<file path="src/rtl/lfsr_config_master.sv">
// lfsr_config_master
// Initiator side of the LFSR configuration handshake. On start it writes the
// captured seed and then the stop value into the LFSR, waits for the done
// echo after each write, reads both registers back, and retries the whole
// sequence on a timeout or a readback mismatch.
module lfsr_config_master #(
    parameter int MAX_PIXEL_BITS = 8,
    parameter int TIMEOUT_CYCLES = 8,
    parameter int MAX_RETRIES    = 2
) (
    input  logic                             clk_i,
    input  logic                             nreset_i,
    input  logic                             start_i,
    input  logic [MAX_PIXEL_BITS-1:0]        seed_i,
    input  logic [MAX_PIXEL_BITS-1:0]        stop_i,
    output logic                             config_o,
    output logic                             config_rdy_o,
    output logic [MAX_PIXEL_BITS-1:0]        config_data_o,
    input  logic                             config_done_i,
    input  logic [MAX_PIXEL_BITS-1:0]        config_rdata_i,
    output logic                             busy_o,
    output logic                             done_o,
    output logic                             error_o,
    output logic [$clog2(MAX_RETRIES+1)-1:0] retries_o
);

    localparam int RW = $clog2(MAX_RETRIES + 1);
    localparam int CW = $clog2(TIMEOUT_CYCLES);
    localparam logic [RW-1:0] RETRY_LIMIT  = RW'(MAX_RETRIES);
    localparam logic [CW-1:0] TIMEOUT_LAST = CW'(TIMEOUT_CYCLES - 1);

    typedef enum logic [3:0] {
        S_IDLE,
        S_WR_SEED,
        S_WAIT_SEED,
        S_WR_STOP,
        S_WAIT_STOP,
        S_VFY_SEED,
        S_VFY_STOP,
        S_DONE,
        S_ERROR
    } state_t;

    state_t                    state;
    state_t                    state_next;
    logic [MAX_PIXEL_BITS-1:0] seed_q;
    logic [MAX_PIXEL_BITS-1:0] stop_q;
    logic [CW-1:0]             tmo_cnt;
    logic                      accept;
    logic                      fail;
    logic                      in_wait;

    assign in_wait = (state == S_WAIT_SEED) || (state == S_WAIT_STOP);

    // State register; a low nreset_i at an edge aborts any sequence in flight.
    always_ff @(posedge clk_i) begin
        // NOTE: sequential state uses non-blocking assignments so every
        // register samples the pre-edge values regardless of block ordering.
        if (!nreset_i) begin
            state <= S_IDLE;
        end else begin
            state <= state_next;
        end
    end

    // Next-state decode and Moore outputs, including the retry/error decision.
    always_comb begin
        // NOTE: every signal gets a default before the case so no path leaves
        // one unassigned, which would otherwise infer a latch.
        state_next    = state;
        accept        = 1'b0;
        fail          = 1'b0;
        config_o      = 1'b0;
        config_rdy_o  = 1'b0;
        config_data_o = '0;
        busy_o        = 1'b1;
        done_o        = 1'b0;

        case (state)
            S_IDLE, S_ERROR: begin
                busy_o = 1'b0;
                if (start_i) begin
                    accept     = 1'b1;
                    state_next = S_WR_SEED;
                end
            end
            S_WR_SEED: begin
                config_rdy_o  = 1'b1;
                config_data_o = seed_q;
                state_next    = S_WAIT_SEED;
            end
            S_WAIT_SEED: begin
                config_data_o = seed_q;
                if (config_done_i)              state_next = S_WR_STOP;
                else if (tmo_cnt == TIMEOUT_LAST) fail     = 1'b1;
            end
            S_WR_STOP: begin
                config_o      = 1'b1;
                config_rdy_o  = 1'b1;
                config_data_o = stop_q;
                state_next    = S_WAIT_STOP;
            end
            S_WAIT_STOP: begin
                config_o      = 1'b1;
                config_data_o = stop_q;
                if (config_done_i)              state_next = S_VFY_SEED;
                else if (tmo_cnt == TIMEOUT_LAST) fail     = 1'b1;
            end
            S_VFY_SEED: begin
                if (config_rdata_i == seed_q) state_next = S_VFY_STOP;
                else                          fail       = 1'b1;
            end
            S_VFY_STOP: begin
                config_o = 1'b1;
                if (config_rdata_i == stop_q) state_next = S_DONE;
                else                          fail       = 1'b1;
            end
            S_DONE: begin
                done_o     = 1'b1;
                state_next = S_IDLE;
            end
            default: state_next = S_IDLE;
        endcase

        // A failed attempt restarts from the seed write until retries run out.
        if (fail) begin
            state_next = (retries_o < RETRY_LIMIT) ? S_WR_SEED : S_ERROR;
        end
    end

    // Captured operands, retry/error bookkeeping and the WAIT-state timeout.
    always_ff @(posedge clk_i) begin
        if (!nreset_i) begin
            seed_q    <= '0;
            stop_q    <= '0;
            error_o   <= 1'b0;
            retries_o <= '0;
            tmo_cnt   <= '0;
        end else begin
            if (accept) begin
                seed_q    <= seed_i;
                stop_q    <= stop_i;
                error_o   <= 1'b0;
                retries_o <= '0;
            end else if (fail) begin
                if (retries_o < RETRY_LIMIT) retries_o <= retries_o + RW'(1);
                else                         error_o   <= 1'b1;
            end

            // Counts only while staying in a WAIT state, so it is zero on entry.
            if (in_wait && (state_next == state)) tmo_cnt <= tmo_cnt + CW'(1);
            else                                  tmo_cnt <= '0;
        end
    end

endmodule

</file>
<file path="config.mk">
export PLATFORM = sky130hd
export DESIGN_NAME = lfsr_config_master
export DESIGN_NICKNAME = d
export VERILOG_FILES = /design/src/rtl/lfsr_config_master.sv
export SDC_FILE = /design/constraint.sdc
export NUM_CORES = 1
export LEC_CHECK = 0
export CORE_MARGIN = 4
export CORE_UTILIZATION = 31
export DETAILED_ROUTE_END_ITERATION = 10
export GPL_TIMING_DRIVEN = 0
export PLACE_DENSITY = 0.59
export REMOVE_ABC_BUFFERS = 1
export SLEW_MARGIN = 20
export SYNTH_ARGS = -nofsm -noshare
export SYNTH_HDL_FRONTEND = slang
export SYNTH_SLANG_ARGS = --single-unit
</file>
<file path="constraint.sdc">
create_clock -name clk_i -period 4 [get_ports clk_i]
set_clock_uncertainty 0.2 [all_clocks]
set_input_delay 0.8 -clock clk_i [delete_from_list [all_inputs] [get_ports clk_i]]
set_output_delay 0.8 -clock clk_i [all_outputs]
set_load 0.005 [all_outputs]
</file>
==> results.json, run 1 <==
{
  "rsz0062_at_grt": "false",
  "synth-seq-cells": 26,
  "synth_edf_count": 0,
  "synth_commonest_cells": "nand2_1 (36), dfxtp_1 (26), nor2_1 (17), xnor2_1 (17), a21boi_0 (14)",
  "wl_mm": 3.350,
  "slowest_stage": "dfxtp_1",
  "place_inst": 265,
  "cts_hold_buf": 0,
  "hp-class": "flip-flop to flip-flop",
  "grt_pass1_vias": 1212,
  "cts.reportedPaths.clkPinSlew_ns": 0.09,
  "hold_end": "tmo_cnt[0]",
  "leakage_nw": 0.6831,
  "hold_path_depth": 1,
  "worstSetupEndpointType": "primary output",
  "drive_above_1_share_pct": 4.608,
  "crit_chain": "and2b_1, nor2_1, nor2_1, a22oi_1, nor2_1, clkdlybuf4s50_1",
  "grt_pass1_wl_mm": 5.547,
  "setup_violations": 0,
  "cts.sinks": 26,
  "dp_hpwl_mm": 2.532,
  "peakVddDrop_uv": 156.9,
  "p_int_uw": 439.2,
  "final_hold_viol_count": 0,
  "gp_congestion": 0.7517,
  "power.density_mw_per_mm2": 313.1,
  "path_depth": 6,
  "cp_max_fo": 11,
  "reg2reg_slack_ns": 2.03,
  "slew_headroom_pct": 54.21,
  "ant_nets": 0,
  "r2r-end": "retries_o[1]",
  "htree_levels": 1,
  "synthTopCellsByArea": "dfxtp_1 (36%), xnor2_1 (10%), nand2_1 (9.4%)",
  "min_period_ns": 3.342,
  "drt_pass1_iterations": 4,
  "netlist_area_mm2": 0.001445,
  "switchingPower_uw": 165.2,
  "io_pins": 43,
  "setup_tns_ns": 0,
  "yosys.cell_types.count": 37,
  "antennaDiodeCount": 0,
  "initial_utilization_pct": 32.52,
  "syn_avg_cell_area_um2": 7.984,
  "cp_slowest_stage_delay_ns": 0.56,
  "synth_flop_cell": "dfxtp_1",
  "portBuffers": 42,
  "tightestPinTransition_ns": 0.6847,
  "drc": 0,
  "overflow": 0,
  "cts_resized": 0,
  "fp.dieH_um": 76.28,
  "max_freq_mhz": 299.2,
  "synth.most_common_cell": "nand2_1",
  "crit_path_frequent_cell": "nor2_1",
  "cts-root-buf": "clkbuf_8",
  "finish.utilization_pct": 43.44,
  "synth_top_area_share_pct": 36.02,
  "sequentialPowerShare_pct": 49.0,
  "outcome": "finished, final reports clean",
  "die_width_um": 76.28,
  "final_nets": 248,
  "fillers": 494,
  "syn_inst": 181,
  "grt.total_usage_pct": 11.36,
  "worstSetupStartpointType": "flip-flop",
  "combPwrFrac_pct": 23.2,
  "syn2layout_area_growth_pct": 33.59,
  "synth_area_leader_cell": "dfxtp_1",
  "crit_family": "simple AND/OR/NAND/NOR gates",
  "cts_tree": "done",
  "synth-async-reset-ratio_pct": 0,
  "netSwitchingFraction_pct": 27.33,
  "detail_route.vias_per_cell": 4.892,
  "cts_buffers": 3,
  "num_vias": 1316,
  "crit_type": "flip-flop to primary output",
  "cts_buffer_depth": 2,
  "worstReg2RegStart": "state[2]",
  "power_frac_clock_pct": 27.8,
  "die_area_mm2": 0.005818,
  "critPathArrivalTime_ns": 2.34,
  "cts_setup_buffers": 0,
  "rows": 24,
  "ys_seq_area_share_pct": 36.02,
  "grt_max_degree": 24,
  "insertion_delay_ns": 0.27,
  "pre_cts_slack_ns": 0.9457,
  "drv_slew": 0,
  "max-cap-violations": 0,
  "worstHoldStart": "tmo_cnt[0]",
  "post-route-period-util_pct": 83.54,
  "yosysWarnings": 0,
  "core_mm2": 0.004444,
  "path_buf_inv": 1,
  "wl_per_cell_um": 12.45,
  "antenna_found_initial": 0,
  "worstPathRequired_ns": 3.00,
  "fin_cells": 269,
  "drt-initial-drc-count": 74,
  "setup_slack_ns": 0.6583,
  "rr_worst_depth": 4
}
[routing by layer]
metal	global-route usage (%)	part of all wire [%]	wire, um	vias to the layer above
met2	18.98	47	1581	27
met3	2.246	4.5	150	2
met4	2.717	0.42	14	0
met5	0	0	0	-
li1	-	-	-	689
met1	15.02	48	1603	598
[worst reg2reg max path, delay by kind of cell, from the launching register on]
kind	cells	cell delay [ns]
flops	1	0.47
simple gates	3	1.08
compound gates	1	0.10
[layout by cell type (no fill, tap or decap), types with 4 or more instances in the layout]
master and n:
nor2_1 17, xnor2_1 17, clkbuf_8 4, nand3_1 6, nand2_1 36, nand4_1 4, clkdlybuf4s50_1 42, o21ai_0 7
dfxtp_1 26, a21boi_0 14, a22oi_1 7, inv_1 5, a21oi_1 6
[kinds of logic after synthesis]
logic type	count (synthesis)	share of synthesized area, %
xor+xnor	17	10.30
fa+ha+maj	2	1.731
compound gates	44	21.39
buf+inv	15	5.108
simple gates	76	24.76
mux	1	0.6927
flops	26	36.02
[through the flow]
stage          total power [mW]  instance area, um2  hold WS [ns]
2_1_floorplan            0.3746                1390        0.1992
3_3_place_gp             0.4446                1876        0.2098
3_5_place_dp             0.4449                1876        0.2226
4_1_cts                  0.6128                1931        0.2355
5_1_grt                  0.6413                1931        0.2661
6_report                 0.6044                1931        0.2295
[cell type report]
class	instances	area [um2]	share of cell area (%)
multi-input combinational	140	850.8	44.07
sequential	26	520.5	26.96
timing repair buffer	42	420.4	21.78
tap	52	65.06	3.370
clock buffer	4	55.05	2.852
inverter	5	18.77	0.9721
[power groups by stage]
stage,Sequential (mW),Combinational [mW],Clock (mW)
after detailed placement,0.303,0.142,0
after floorplan,0.297,0.0772,0
after global placement,0.302,0.142,0
after CTS,0.296,0.143,0.173
final,0.296,0.140,0.168
after global routing,0.300,0.157,0.185
[how the worst max path moves through the flow]
stage	from	end	slack, ns
after global placement	state[1]	config_data_o[2]	0.98
final	state[1]	config_data_o[3]	0.66
after detailed placement	state[1]	config_data_o[2]	0.95
after global routing	state[1]	config_data_o[3]	0.42
after CTS	state[1]	config_data_o[2]	0.65
after floorplan	state[1]	config_data_o[1]	1.73
[flip-flops by register name, summed over array words and instances, names as in the netlist]
register / cells
retries_o: 2
tmo_cnt: 3
state: 4
error_o: 1
stop_q: 8
seed_q: 8
Note: power is estimated with default switching activity, not from simulation.
==> run 2, diff against run 1 <==
==> constraint.sdc (replaced) <==
create_clock -name clk_i -period 3.3 [get_ports clk_i]
set_clock_uncertainty 0.2 [all_clocks]
set_input_delay 0.66 -clock clk_i [delete_from_list [all_inputs] [get_ports clk_i]]
set_output_delay 0.66 -clock clk_i [all_outputs]
set_load 0.005 [all_outputs]
==> run 2 against run 1 <==
  * Sequential power is 22% higher
  * Sequential share of layout area is 0.11 points higher
  * Combinational power is 22% higher
  * First-iteration DRC count is 35% lower
  * Cell area is 0.32% higher
  * Critical path type unchanged
  * Critical endpoint unchanged
  * Wire length stayed put
  * Clock power is 21% higher
  * Non-clock buffer count stayed put
==> results.json, run 2 (synthesis gave the netlist of run 1 again) <==
{
  "outcome": "finished, final reports clean",
  "rows": 24,
  "final_hold_viol_count": 0,
  "sequentialPowerShare_pct": 49.1,
  "min_period_ns": 3.000,
  "gp_congestion": 0.7517,
  "syn2layout_area_growth_pct": 34.03,
  "peakVddDrop_uv": 190.4,
  "power.density_mw_per_mm2": 379.1,
  "rsz0062_at_grt": "false",
  "detail_route.vias_per_cell": 4.881,
  "die_width_um": 76.28,
  "overflow": 0,
  "drt-initial-drc-count": 48,
  "max_freq_mhz": 333.3,
  "dp_hpwl_mm": 2.532,
  "hp-class": "flip-flop to flip-flop",
  "htree_levels": 1,
  "fp.dieH_um": 76.28,
  "drv_slew": 0,
  "multi_input_area_um2": 853.3,
  "reg.largest.list": "seed_q (8), stop_q (8), state (4)",
  "grt.total_usage_pct": 11.36,
  "antenna_found_initial": 0,
  "grt_pass1_wl_mm": 5.547,
  "drt_pass1_iterations": 4,
  "cts_tree": "done",
  "wl_mm": 3.350,
  "setup_tns_ns": 0,
  "tightestPinTransition_ns": 0.6847,
  "fin_cells": 269,
  "ant_nets": 0,
  "drive_above_1_share_pct": 6.452,
  "cts_resized": 0,
  "post-route-period-util_pct": 90.91,
  "layout_common_cells": "clkdlybuf4s50_1 (42), nand2_1 (36), dfxtp_1 (23)",
  "cts_buffer_depth": 2,
  "final_nets": 248,
  "worstSetupEndpointType": "primary output",
  "power_frac_clock_pct": 27.7,
  "slew_headroom_pct": 54.21,
  "grt_max_degree": 24,
  "cts.sinks": 26,
  "netSwitchingFraction_pct": 27.33,
  "antennaDiodeCount": 0,
  "p_int_uw": 533.5,
  "wl_per_cell_um": 12.45,
  "initial_utilization_pct": 32.52,
  "cts_hold_buf": 0,
  "cts-root-buf": "clkbuf_8",
  "fillers": 491,
  "worstSetupStartpointType": "flip-flop",
  "max-cap-violations": 0,
  "cts_buffers": 3,
  "cts.reportedPaths.clkPinSlew_ns": 0.09,
  "portBuffers": 42,
  "core_mm2": 0.004444,
  "switchingPower_uw": 200.7,
  "crit_type": "flip-flop to primary output",
  "num_vias": 1313,
  "io_pins": 43,
  "final_common_cell": "clkdlybuf4s50_1",
  "die_area_mm2": 0.005818,
  "combPwrFrac_pct": 23.2,
  "finish.utilization_pct": 43.58,
  "worstPathRequired_ns": 2.44,
  "setup_violations": 0,
  "leakage_nw": 0.6841,
  "insertion_delay_ns": 0.27,
  "place_inst": 265,
  "power.total_uw": 734.2,
  "drc": 0,
  "cp_max_fo": 11,
  "critPathArrivalTime_ns": 2.14,
  "seqCellArea_um2": 524.3,
  "grt_pass1_vias": 1212,
  "cts_setup_buffers": 0
}
==> run 2: cell counts in the layout (fill, tap and decap cells not counted) <==
No cell type changed its count.
==> run 2: path summary, 6_finish.rpt <==
| path | start | cells after the start | endpoint | slack (ns) |
|---|---|---|---|---|
| worst min-delay path | tmo_cnt[0] | 1 | tmo_cnt[0] | 0.23 |
| worst max-delay path | state[1] | 6 | config_data_o[3] | 0.30 |
| worst min register to register | tmo_cnt[0] | 1 | tmo_cnt[0] | 0.23 |
| worst max register to register | state[2] | 4 | retries_o[1] | 1.43 |
==> run 2: area by class of cell <==
| class | instances | share of cell area [%] |
|---|---|---|
| clock buffers | 4 | 2.842 |
| inverters | 5 | 0.9690 |
| multi-input cells | 140 | 44.06 |
| flip-flops and latches | 26 | 27.07 |
| well taps | 52 | 3.359 |
| repair buffers | 42 | 21.71 |
==> run 2: power groups by stage <==
stage / clock, mW / combinational (mW) / sequential [mW]
after global routing: 0.224 / 0.191 / 0.364
after CTS: 0.210 / 0.173 / 0.359
after floorplan: 0 / 0.0936 / 0.361
after detailed placement: 0 / 0.172 / 0.367
after global placement: 0 / 0.173 / 0.366
final: 0.203 / 0.171 / 0.360
==> run 2: metal layers <==
layer	track usage [%]	routed length, um	vias up
met5	0	0	-
met4	2.717	14	0
met3	2.246	149	2
met2	18.98	1581	27
met1	15.02	1604	595
li1	-	-	689
==> run 2: worst max-delay path, stage by stage, from the launching register on <==
cell,delay (ns)
dfxtp_2,0.46
nand2_1,0.12
or2_2,0.32
o21ai_2,0.16
a22oi_1,0.15
nor2_1,0.14
clkdlybuf4s50_1,0.52
==> run 2: through the flow <==
stage	setup WS, ns	hold slack [ns]	area [um2]
floorplan	1.175	0.1992	1390
global placement	0.4191	0.2098	1876
detailed placement	0.3857	0.2226	1876
CTS	0.09158	0.2355	1931
global route	0.1082	0.2661	1937
finish	0.3000	0.2295	1937
==> run 3, diff against run 2 <==
--- a/config.mk
+++ b/config.mk
@@ -9,7 +9,8 @@
 export CORE_UTILIZATION = 31
 export DETAILED_ROUTE_END_ITERATION = 10
 export GPL_TIMING_DRIVEN = 0
-export PLACE_DENSITY = 0.59
+export PLACE_DENSITY_LB_ADDON = 0.05
+export RECOVER_POWER = 50
 export REMOVE_ABC_BUFFERS = 1
 export SLEW_MARGIN = 20
 export SYNTH_ARGS = -nofsm -noshare
==> run 3 against run 2 <==
  * Sequential power barely moved
  * Utilization rose by 0.31 points
  * Clock power rose by 30%
  * Critical path depth fell by 1
  * Critical path type unchanged
  * Largest cell class unchanged
  * Highest routed layer unchanged
==> results.json, run 3 (synthesis gave the netlist of run 1 again) <==
{
  "hold_path_depth": 1,
  "grt_pass1_wl_mm": 6.624,
  "outcome": "finished, final reports clean",
  "cts.sinks": 26,
  "post-route-period-util_pct": 95.42,
  "grt_max_degree": 24,
  "p_int_uw": 588.2,
  "grt_pass1_vias": 1382,
  "sequentialPowerShare_pct": 45.2,
  "rows": 24,
  "worstHoldStart": "tmo_cnt[0]",
  "crit_type": "flip-flop to primary output",
  "insertion_delay_ns": 0.27,
  "setup_violations": 0,
  "drt_pass1_iterations": 4,
  "gp_congestion": 0.7418,
  "worstReg2RegStart": "state[2]",
  "netSwitchingFraction_pct": 26.15,
  "final_nets": 248,
  "max_freq_mhz": 317.6,
  "power_frac_clock_pct": 33.0,
  "dp_hpwl_mm": 2.812,
  "io_pins": 43,
  "drive_above_1_share_pct": 5.530,
  "max-cap-violations": 0,
  "peakVddDrop_uv": 233.0,
  "final_common_cell": "clkdlybuf4s50_1",
  "switchingPower_uw": 208.3,
  "cts_buffer_depth": 2,
  "final_hold_viol_count": 0,
  "drv_slew": 0,
  "rr_worst_depth": 4,
  "initial_utilization_pct": 32.52,
  "cp_max_fo": 14,
  "slew_headroom_pct": 41.97,
  "power.density_mw_per_mm2": 408.3,
  "combPwrFrac_pct": 21.7,
  "worstPathRequired_ns": 2.44,
  "worstSetupStartpointType": "flip-flop",
  "fp.dieH_um": 76.28,
  "r2r-end": "seed_q[2]",
  "cts-root-buf": "clkbuf_8",
  "tightestPinTransition_ns": 0.8699,
  "htree_levels": 1,
  "wl_per_cell_um": 14.01,
  "cts_tree": "done",
  "critPathArrivalTime_ns": 2.29,
  "core_mm2": 0.004444,
  "hp-class": "flip-flop to flip-flop",
  "die_width_um": 76.28,
  "rsz0062_at_grt": "false",
  "detail_route.vias_per_cell": 5.000,
  "portBuffers": 42,
  "hold_end": "tmo_cnt[0]",
  "drc": 0,
  "worstSetupEndpointType": "primary output",
  "cts.reportedPaths.clkPinSlew_ns": 0.09,
  "cts_buffers": 3,
  "die_area_mm2": 0.005818,
  "leakage_nw": 0.6998,
  "cts_setup_buffers": 0,
  "ant_nets": 0,
  "syn2layout_area_growth_pct": 34.98,
  "drt-initial-drc-count": 51,
  "reg2reg_slack_ns": 1.18,
  "setup_tns_ns": 0,
  "grt.total_usage_pct": 13.67,
  "wl_mm": 3.769,
  "antenna_found_initial": 0,
  "reg.largest.list": "seed_q (8), stop_q (8), state (4)",
  "min_period_ns": 3.149,
  "antennaDiodeCount": 0,
  "num_vias": 1345,
  "layout_common_cells": "clkdlybuf4s50_1 (37), nand2_1 (36), dfxtp_1 (25)",
  "finish.utilization_pct": 43.89,
  "overflow": 0
}
-- run 3: how the worst max path moves through the flow --
stage                         from          endpoint  slack, ns  depth (start not counted)
final                     state[2]  config_data_o[1]       0.15                          5
after global routing      state[2]  config_data_o[1]      0.008                          5
after CTS                 state[1]  config_data_o[1]       0.05                          6
after detailed placement  state[1]  config_data_o[1]       0.36                          6
after global placement    state[1]  config_data_o[1]       0.39                          6
after floorplan           state[1]  config_data_o[1]       1.17                          5
-- run 3: metal layers --
layer	part of all wire, %	GRT usage (%)	up-vias
met1	46	17.75	614
met4	0.61	2.174	0
li1	-	-	688
met5	0	0	-
met3	5.6	3.901	2
met2	47	22.85	41
-- run 3: through the flow --
stage	setup slack (ns)	total power [mW]	cells	cell area (um2)	hold WS, ns
after global placement	0.3877	0.5409	265	1876	0.2074
after global routing	0.008348	0.8440	269	1951	0.2386
after CTS	0.05097	0.8089	269	1947	0.2346
final	0.1512	0.7965	269	1951	0.2307
after floorplan	1.175	0.4541	171	1390	0.1992
after detailed placement	0.3598	0.5444	265	1876	0.2193
-- run 3: worst max-delay path, cell delays in order, from the launching register on --
cell and delay, ns:
dfxtp_1 0.64, nand2b_1 0.18, o21ai_2 0.36, a22oi_1 0.15, nor2_1 0.16, clkdlybuf4s50_1 0.53
-- run 3: cell type report --
type / instances / area (um2)
tap: 52 / 65.06
clock buffer: 3 / 41.29
timing repair buffer: 42 / 420.4
multi-input combinational: 140 / 853.3
sequential: 26 / 521.8
fill: 456 / 2494
clock inverter: 1 / 30.03
inverter: 5 / 18.77
-- run 3: timing repair --
item                       in CTS  in global routing
hold buffers                    0                  0
resized for setup               0                  2
hold endpoints to repair        0                  0
setup endpoints to repair       0                  7
-- run 3: power groups by stage --
stage | clock network, mW | registers (mW) | logic (mW)
floorplan | 0 | 0.361 | 0.0936
global route | 0.284 | 0.365 | 0.196
CTS | 0.271 | 0.360 | 0.178
global placement | 0 | 0.367 | 0.174
finish | 0.263 | 0.360 | 0.173
detailed placement | 0 | 0.368 | 0.177
